### config.mk
export PLATFORM = sky130hd
export DESIGN_NAME = rx_packet_framer
export DESIGN_NICKNAME = d
export VERILOG_FILES = /design/src/rtl/rx_packet_framer.sv
export SDC_FILE = /design/constraint.sdc
export NUM_CORES = 1
export LEC_CHECK = 0
export ABC_AREA = 1
export BUFFER_PORTS_ARGS = -buffer_cell sky130_fd_sc_hd__buf_2
export CAP_MARGIN = 20
export CORE_ASPECT_RATIO = 0.9
export CORE_MARGIN = 2
export CORE_UTILIZATION = 61
export DETAILED_ROUTE_END_ITERATION = 10
export PLACE_DENSITY = 0.84
export SETUP_SLACK_MARGIN = 0.15
export SLEW_MARGIN = 40
export SYNTH_ARGS = -nofsm -noshare
export SYNTH_HDL_FRONTEND = slang
export SYNTH_SLANG_ARGS = --single-unit
### constraint.sdc
create_clock -name clock -period 4.34 [get_ports clock]
set_clock_uncertainty 0.2 [all_clocks]
set_input_delay 0.868 -clock clock [delete_from_list [all_inputs] [get_ports clock]]
set_output_delay 0.868 -clock clock [all_outputs]
set_load 0.02 [all_outputs]
### src/rtl/rx_packet_framer.sv
// Purpose: assembles two UART bytes (address, then command) into one request packet.
// Latency: pkt_valid rises 1 cycle after the command byte's rx_done.
// Backpressure: the packet is held until pkt_valid & pkt_ready; bytes arriving meanwhile are dropped and flagged.
//
// Ports:
//   clock, reset_n          - system clock, async active-low reset
//   rx_done, rx_data        - byte strobe and byte from UART_RX
//   pkt_ready               - consumer accepts the packet when high with pkt_valid
//   pkt_valid, pkt_address, pkt_command - packet handshake and payload
//   timeout_err             - 1-cycle pulse: half-received packet discarded
//   overrun_err             - 1-cycle pulse: byte dropped while a packet was pending
module rx_packet_framer #(
  parameter int TIMEOUT_CYCLES = 500000,
  parameter int CNT_W          = 19
) (
  input  logic       clock,
  input  logic       reset_n,
  input  logic       rx_done,
  input  logic [7:0] rx_data,
  input  logic       pkt_ready,
  output logic       pkt_valid,
  output logic [7:0] pkt_address,
  output logic [7:0] pkt_command,
  output logic       timeout_err,
  output logic       overrun_err
);

  typedef enum logic [1:0] {
    IDLE     = 2'd0,
    WAIT_CMD = 2'd1,
    HOLD     = 2'd2
  } state_t;

  localparam logic [CNT_W-1:0] TIMEOUT_LAST = CNT_W'(TIMEOUT_CYCLES - 1);

  state_t           state;
  logic [CNT_W-1:0] timeout_cnt;

  always_ff @(posedge clock or negedge reset_n) begin
    if (!reset_n) begin
      state       <= IDLE;
      timeout_cnt <= '0;
      pkt_valid   <= 1'b0;
      pkt_address <= 8'h00;
      pkt_command <= 8'h00;
      timeout_err <= 1'b0;
      overrun_err <= 1'b0;
    end else begin
      // Error outputs are single-cycle pulses by default.
      timeout_err <= 1'b0;
      overrun_err <= 1'b0;

      case (state)
        IDLE: begin
          if (rx_done) begin
            pkt_address <= rx_data;
            timeout_cnt <= '0;
            state       <= WAIT_CMD;
          end
        end

        WAIT_CMD: begin
          // The byte is checked first so a byte arriving on the last
          // allowed cycle still completes the packet.
          if (rx_done) begin
            pkt_command <= rx_data;
            pkt_valid   <= 1'b1;
            state       <= HOLD;
          end else if (timeout_cnt == TIMEOUT_LAST) begin
            // pkt_address keeps the stale byte; it is only meaningful
            // while pkt_valid is high.
            timeout_err <= 1'b1;
            state       <= IDLE;
          end else begin
            // Increment only below the limit, so the counter cannot wrap.
            timeout_cnt <= timeout_cnt + 1'b1;
          end
        end

        HOLD: begin
          if (pkt_ready) begin
            pkt_valid <= 1'b0;
            if (rx_done) begin
              // Slot frees on this edge, so the byte starts the next packet.
              pkt_address <= rx_data;
              timeout_cnt <= '0;
              state       <= WAIT_CMD;
            end else begin
              state <= IDLE;
            end
          end else if (rx_done) begin
            overrun_err <= 1'b1;
          end
        end

        default: begin
          pkt_valid <= 1'b0;
          state     <= IDLE;
        end
      endcase
    end
  end

endmodule

# After elaboration in Yosys (flattened, before gate mapping)
# Cells that the tools add are included.
# classes
n_eq_ne	9
addsub	1
n_reduce_logical	8
bitwise	1
n_mux	23
# op_table
op	count
two-way mux 19 bit	4
case mux 19 bit (3 select lines)	1
adder 19 x 1 -> 19 bit, second input constant	1
== test 19 bit, second input constant	1
two-way mux 8 bit	2
case mux 8 bit (2 select lines)	1
!= test 2 bit, second input constant	5
two-way mux 1 bit	9
two-way mux 2 bit	4
case mux 2 bit (3 select lines)	1
AND reduction 3 bit	2
AND reduction 2 bit	2
AND reduction 4 bit	1
!= test 3 bit, second input constant	1
case mux 1 bit (3 select lines)	1
nonzero test 3 bit	1
== test 2 x 1 -> 1 bit, second input constant	1
== test 2 bit, second input constant	1
logical NOT 2 bit	1
nonzero test 2 bit	1
NOT 1 bit	1
# word_totals
ff_bits	40
input_bits	12
out_inout_bits	19

# Depth between registers and ports, before layout
# Gate-level depths: netlist of run 1.
# depth
word_depth	4
ltp_mapped	10

# Least setup slack after synthesis of run 1
# OpenSTA, ideal clock, no wires.
# synth_path
path_type	input to register
from	input pkt_ready
to	register timeout_cnt[15]
path_stages	6
setup_time_ns	0.066
required_time_ns	4.074
slack_ns	2.450
t_arrival_ns	1.625
path_cell_list	inv_1 nand2_1 nand3_1 clkbuf_1 nand3_1 nand2_1
# synth_via
elab_chain_len	2
# synth_rtl
item	line	text
from (decl)	20	input logic pkt_ready,
!= test 2 bit (no source line)	-	
AND reduction 4 bit (no source line)	-	
to (signal assigned)	76	timeout_cnt <= timeout_cnt + 1'b1;
to (decl)	37	logic [CNT_W-1:0] timeout_cnt;
# Every way passes these cells.
# A chain may end at the register's enable or synchronous reset.

# Worst setup path after layout of run 1
# layout_path
from	register timeout_cnt[0]
to	register timeout_cnt[12]
# layout_via
elab_chain_len	4
elab_cells_between_ends	7
classes_between	add/sub: 1; eq/ne: 2; mux: 3; reduce/logical: 1
# layout_rtl
item	line	text
adder 19 x 1 -> 19 bit	76	
two-way mux 19 bit	69	end else if (timeout_cnt == TIMEOUT_LAST) begin
two-way mux 19 bit	65	if (rx_done) begin
case mux 19 bit (3 select lines)	53	case (state)
# Several ways; a longest one is shown, not always the timed one. The select of a mux whose other input is x is not followed.

==> results.md, run 1 <==
- Status: finished, final reports clean
- Port bufs: 30
- Post-synthesis sequential area ratio: 46.4%
- Synth top area cells: dfrtp_1 (46%), nand2_1 (15%), nand3_1 (7.7%)
- Synthesis warning total: 0
- Vias in the first global route: 1829
- Clk sinks: 40
- # nets final: 339
- RSZ-0062 raised after global routing: no
- Endpoints failing hold: 0
- N_diodes: 0
- Clock Path Buffers: 2
- Hpwl dp: 3.54 mm
- Initial core utilization: 63.9%
- Crit path max fanout: 28
- Worst-margin pin slew: 0.469 ns
- Syn Area/Cell: 7.31 um2
- Post-synth top area cell: dfrtp_1
- GRT overflow: 0
- CTS tree: built
- Max cap viols: 0
- Detailed Route Iter0 Violations: 119
- Fin. max-slew vios: 0
- # IOs: 31
- Distinct cell type count after synthesis: 23
- Area Overhead vs Synth: 12.0%
- Clk_lat worst skew: 0.29 ns
- Post-CTS setup buffer count: 0
- Layout cells sized above 1: 13.8%
- Worst Setup Path Type: register to register
- Routed wire length: 4.79 mm
- Critical Path RT: 4.32 ns
- Power Density: 477 mW/mm2
- Drt pass-1 iters: 4
- Mapped cell area: 0.00216 mm2
- Worst R2R Path Depth: 8
- H-tree depth: 2
- Worst hold-check path type: register to register
- Die height: 60.4 um
- CP Launch Type: register
- Fin crit period: 2.12 ns
- DRC errors left: 0
- CTS resizes: 0
- Wirelength per Cell: 12.9 um
- Peak VDD IR: 453 uV
- First-pass GRT wire length: 8.16 mm
- Gr usage total: 27.1%
- Worst EP arrival: 2.10 ns
- Via count: 1953
- Vias per Instance: 5.26
- Setup TNS: 0 ns
- Crit. End Element: register
- Worst hold margin: 0.285 ns
- Yosys top cell area share: 46.4%
- # hold bufs at CTS: 0
- Die span in x: 66.7 um
- Final Wtd Congestion: 0.901
- Pin count of the biggest net entering global routing: 41
- Achievable Freq: 472 MHz
- Cells on Worst Hold Path: 1
- Clk slew on worst S/H paths: 0.07 ns
- Antenna violations before repair: 0
- Core area: 0.00338 mm2
- Clk Tree Root Cell: clkbuf_8
- Max transition margin: 68.7%
- Cells after synthesis: 295
- Final cycle utilization of the critical path: 48.8%
- DIE AREA: 0.00403 mm2
- Synth Register Bits: 40
- CTS Buf Count: 5
- Pleak: 1.22 nW
- Cell row count: 20
- Synth Net Count: 308
- # setup viols final: 0
- Power consumption: 1.15 mW
- Antenna-violating nets left: 0
==> registers in the layout, summed over array words and instances, names as in the netlist <==
signal / flops
pkt_valid: 1
state: 2
timeout_cnt: 19
overrun_err: 1
timeout_err: 1
pkt_address: 8
pkt_command: 8
==> layout make-up <==
type | instances | area (um2)
Clock buffer | 6 | 82.6
Clock inverter | 2 | 10.0
Fill cell | 277 | 962
Inverter | 35 | 131
Multi-Input combinational cell | 213 | 976
Sequential cell | 40 | 1000
Tap cell | 44 | 55.1
Timing Repair Buffer | 31 | 160
==> cell usage in the layout (no fill, tap or decap), types with 2 or more instances in the layout <==
cell type,instances
inv_1,34
nor3_1,3
o21ai_0,18
dfrtp_1,40
nand4_1,5
buf_4,2
clkinv_2,2
nor2_1,44
nand3_1,33
buf_2,29
nand2_1,89
xor2_1,8
o21ai_1,5
clkbuf_8,6
==> critical path, stage by stage (launching register included) <==
cell and delay (ns):
dfrtp_1 0.46, ha_1 0.36, nand3_4 0.15, nor2_2 0.14
nand3_2 0.10, nand2_4 0.26, nand2_2 0.17, nand2_1 0.11
nand2_1 0.05
==> kinds of logic (layout without fill, tap and decap cells) <==
logic type	Yosys count	after routing	share of synthesized area [%]
compound gates	23	23	5.34
xor+xnor	9	9	3.65
fa+ha+maj	1	1	0.580
buf+inv	42	74	8.35
flops	40	40	46.4
simple gates	180	180	35.7
==> synthesized netlist by cell type, drive strengths merged <==
master,count
o21ai,23
buf,5
clkbuf,2
xnor2,1
nand2,91
nor2,45
ha,1
inv,35
nor3b,1
dfrtp,40
nand3,35
xor2,8
nand4,5
nor3,3
==> final timing paths <==
path                                       startpoint                           to  slack (ns)
max in group asynchronous                     reset_n   timeout_cnt[5]$_DFFE_PN0P_        3.28
min reg2reg                      state[0]$_DFFE_PN0P_        overrun_err$_DFF_PN0_        0.29
max                        timeout_cnt[0]$_DFFE_PN0P_  timeout_cnt[12]$_DFFE_PN0P_        2.22
min                              state[0]$_DFFE_PN0P_        overrun_err$_DFF_PN0_        0.29
min in group asynchronous                     reset_n   pkt_address[3]$_DFFE_PN0P_        0.33
max reg2reg                timeout_cnt[0]$_DFFE_PN0P_  timeout_cnt[12]$_DFFE_PN0P_        2.22
==> layer usage <==
metal,track usage (%),up-vias,routed length [um]
met3,5.57,8,243
met1,35.9,901,2180
met2,46.3,58,2310
met4,7.00,0,55
li1,-,986,-
met5,0,-,0
==> where the power goes <==
part	internal (mW)	total (mW)	leakage, nW	switching [mW]
sequential	0.465	0.528	0.527	0.0631
combinational	0.110	0.372	0.644	0.262
clock	0.127	0.252	0.0510	0.125
total	0.702	1.15	1.22	0.450
==> per-stage QoR <==
| step | cell area [um2] | worst slack, ns | util, % | instances |
|---|---|---|---|---|
| 2_1_floorplan | 2160 | 2.45 | - | 295 |
| 6_report | 2420 | 2.22 | 71.5 | 371 |
| 3_3_place_gp | 2320 | 2.26 | 68.7 | 363 |
| 5_1_grt | 2420 | 2.07 | 71.5 | 371 |
| 3_5_place_dp | 2320 | 2.21 | 68.8 | 363 |
| 4_1_cts | 2420 | 2.24 | 71.5 | 371 |
(Power assumes the default switching activity.)
==> run 2: changes to the inputs <==
--- a/config.mk
+++ b/config.mk
@@ -10,9 +10,9 @@
 export CAP_MARGIN = 20
 export CORE_ASPECT_RATIO = 0.9
 export CORE_MARGIN = 2
-export CORE_UTILIZATION = 61
+export CORE_UTILIZATION = 56
 export DETAILED_ROUTE_END_ITERATION = 10
-export PLACE_DENSITY = 0.84
+export PLACE_DENSITY = 0.78
 export SETUP_SLACK_MARGIN = 0.15
 export SLEW_MARGIN = 40
 export SYNTH_ARGS = -nofsm -noshare
==> constraint.sdc (replaced) <==
create_clock -name clock -period 2 [get_ports clock]
set_clock_uncertainty 0.2 [all_clocks]
set_input_delay 0.4 -clock clock [delete_from_list [all_inputs] [get_ports clock]]
set_output_delay 0.4 -clock clock [all_outputs]
set_load 0.02 [all_outputs]
==> run 2 against run 1 <==
Effect of this change:
- fmax increased by 20%
- design area increased by 4.0%
- final cell count increased by 2.4%
==> results.md, run 2 (synthesized netlist as in run 1, its figures left out) <==
- N_diodes: 0
- DRC errors left: 0
- Area after DPL: 0.00237 mm2
- Antenna-violating nets left: 0
- # IOs: 31
- CTS tree: built
- Critical path cell sequence: ha_2 -> nand3_4 -> nor2_2 -> nand3_4 -> nand2_8 -> buf_4 -> nand3_1 -> o21ai_1
- Achievable Freq: 567 MHz
- Area Overhead vs Synth: 16.5%
- Max cap viols: 0
- Worst EP arrival: 1.78 ns
- Post-route cell area: 0.00251 mm2
- Port bufs: 30
- CTS Buf Count: 5
- # setup viols final: 0
- Vias in the first global route: 1931
- Crit. End Element: register
- Antenna violations before repair: 0
- Drt pass-1 iters: 6
- Fillers: 297
- Cell row count: 21
- Detailed Route Iter0 Violations: 269
- Biggest regs: timeout_cnt x19, pkt_address x8, pkt_command x8
- Die height: 62.9 um
- Clk slew on worst S/H paths: 0.08 ns
- GRT overflow: 0
- Largest register by flop count: timeout_cnt
- Layout cells sized above 1: 16.2%
- Clk_lat worst skew: 0.29 ns
- Setup TNS: 0 ns
- Reg-to-Reg Start: timeout_cnt[1]$_DFFE_PN0P_
- Via count: 2010
- Status: finished, final reports clean
- Clk sinks: 40
- Max transition margin: 65.7%
- CP Buf/Inv Count: 1
- Wirelength per Cell: 12.6 um
- Worst hold-check path type: primary input to register
- DIE AREA: 0.00437 mm2
- Worst Setup Path Type: register to register
- HP Start: rx_data[2]
- Most common cell after layout, fill and taps aside: nand2_1
- Initial core utilization: 58.2%
- Routed wire length: 4.78 mm
- RSZ-0062 raised after global routing: yes
- Final cycle utilization of the critical path: 88.1%
- Crit path from: timeout_cnt[1]$_DFFE_PN0P_
- Crit path largest cell delay: 0.38 ns
- First-pass GRT wire length: 8.57 mm
- Die span in x: 69.4 um
- Fin crit period: 1.76 ns
- Endpoints failing hold: 0
- FF/Latch Area: 0.00100 mm2
- Most used cell along the critical path: nand3_4
- CP max stage cell: dfrtp_1
- Clock Path Buffers: 2
- Most frequent cells in the layout: nand2_1 (89), nor2_1 (43), dfrtp_1 (40)
- Hpwl dp: 3.30 mm
- Delay-heaviest family, CP: simple AND/OR/NAND/NOR gates
- Max reg flops: 19
- Pleak: 1.25 nW
- Gr usage total: 24.0%
- # nets final: 346
- Vias per Instance: 5.29
- Core area: 0.00370 mm2
- Fin. max-slew vios: 0
- Worst-margin pin slew: 0.514 ns
- H-tree depth: 2
- CP Launch Type: register
- Pin count of the biggest net entering global routing: 41
- Power Density: 1030 mW/mm2
- Critical Path RT: 2.01 ns
- Crit path max fanout: 11
- Final Wtd Congestion: 0.909
- Peak VDD IR: 814 uV
- Clk Tree Root Cell: clkbuf_8
- Multi-input logic area: 0.00101 mm2
-- run 2: stage by stage --
step / power, mW / utilization (%) / setup WS, ns / std cells / hold slack (ns)
6_report: 2.59 / 67.8 / 0.237 / 380 / 0.178
3_3_place_gp: 1.98 / 63.9 / 0.262 / 369 / 0.247
4_1_cts: 2.58 / 66.8 / 0.187 / 378 / 0.175
2_1_floorplan: 1.69 / - / 0.268 / 295 / -0.0956
3_5_place_dp: 2.01 / 63.9 / 0.203 / 369 / 0.259
5_1_grt: 2.75 / 67.8 / 0.120 / 380 / 0.186
-- run 2: repair_timing --
| item | CTS | global route |
|---|---|---|
| hold buffers | 1 | 0 |
| setup buffers | 0 | 1 |
| endpoints found under the setup margin | 0 | 16 |
| resized for setup | 0 | 5 |
| hold endpoints to repair | 40 | 0 |
-- run 2: tightest hold or removal path, cell delays in order --
cell	delay, ns
buf_2	0.10
inv_1	0.05
o21ai_0	0.07
-- run 2: power by group --
part / total, mW / internal (mW) / switching [mW] / leakage, nW
clock network: 0.570 / 0.279 / 0.291 / 0.0434
logic: 0.897 / 0.291 / 0.606 / 0.681
registers: 1.12 / 1.01 / 0.114 / 0.527
total: 2.59 / 1.58 / 1.01 / 1.25
-- run 2: path summary, 6_finish.rpt --
path	endpoint	slack, ns	cells after the start
max in group asynchronous	pkt_address[6]$_DFFE_PN0P_	0.75	3
worst min register to register	overrun_err$_DFF_PN0_	0.27	1
worst min-delay path	pkt_command[2]$_DFFE_PN0P_	0.18	3
min in group asynchronous	pkt_valid$_DFFE_PN0P_	0.49	3
worst max register to register	timeout_cnt[7]$_DFFE_PN0P_	0.24	8
worst max-delay path	timeout_cnt[7]$_DFFE_PN0P_	0.24	8
-- run 2: cell type report --
| cell class | instances | area share (%) |
|---|---|---|
| multi-input combinational | 214 | 40.1 |
| timing repair buffer | 37 | 8.66 |
| tap | 46 | 2.29 |
| clock buffer | 6 | 3.29 |
| sequential | 40 | 39.8 |
| clock inverter | 2 | 0.597 |
| inverter | 35 | 5.23 |
-- run 2: layer usage --
layer / routed length [um] / GRT usage [%]
met5: 0 / 0
met4: 78 / 6.86
met3: 402 / 5.48
met2: 2110 / 37.7
met1: 2190 / 33.6
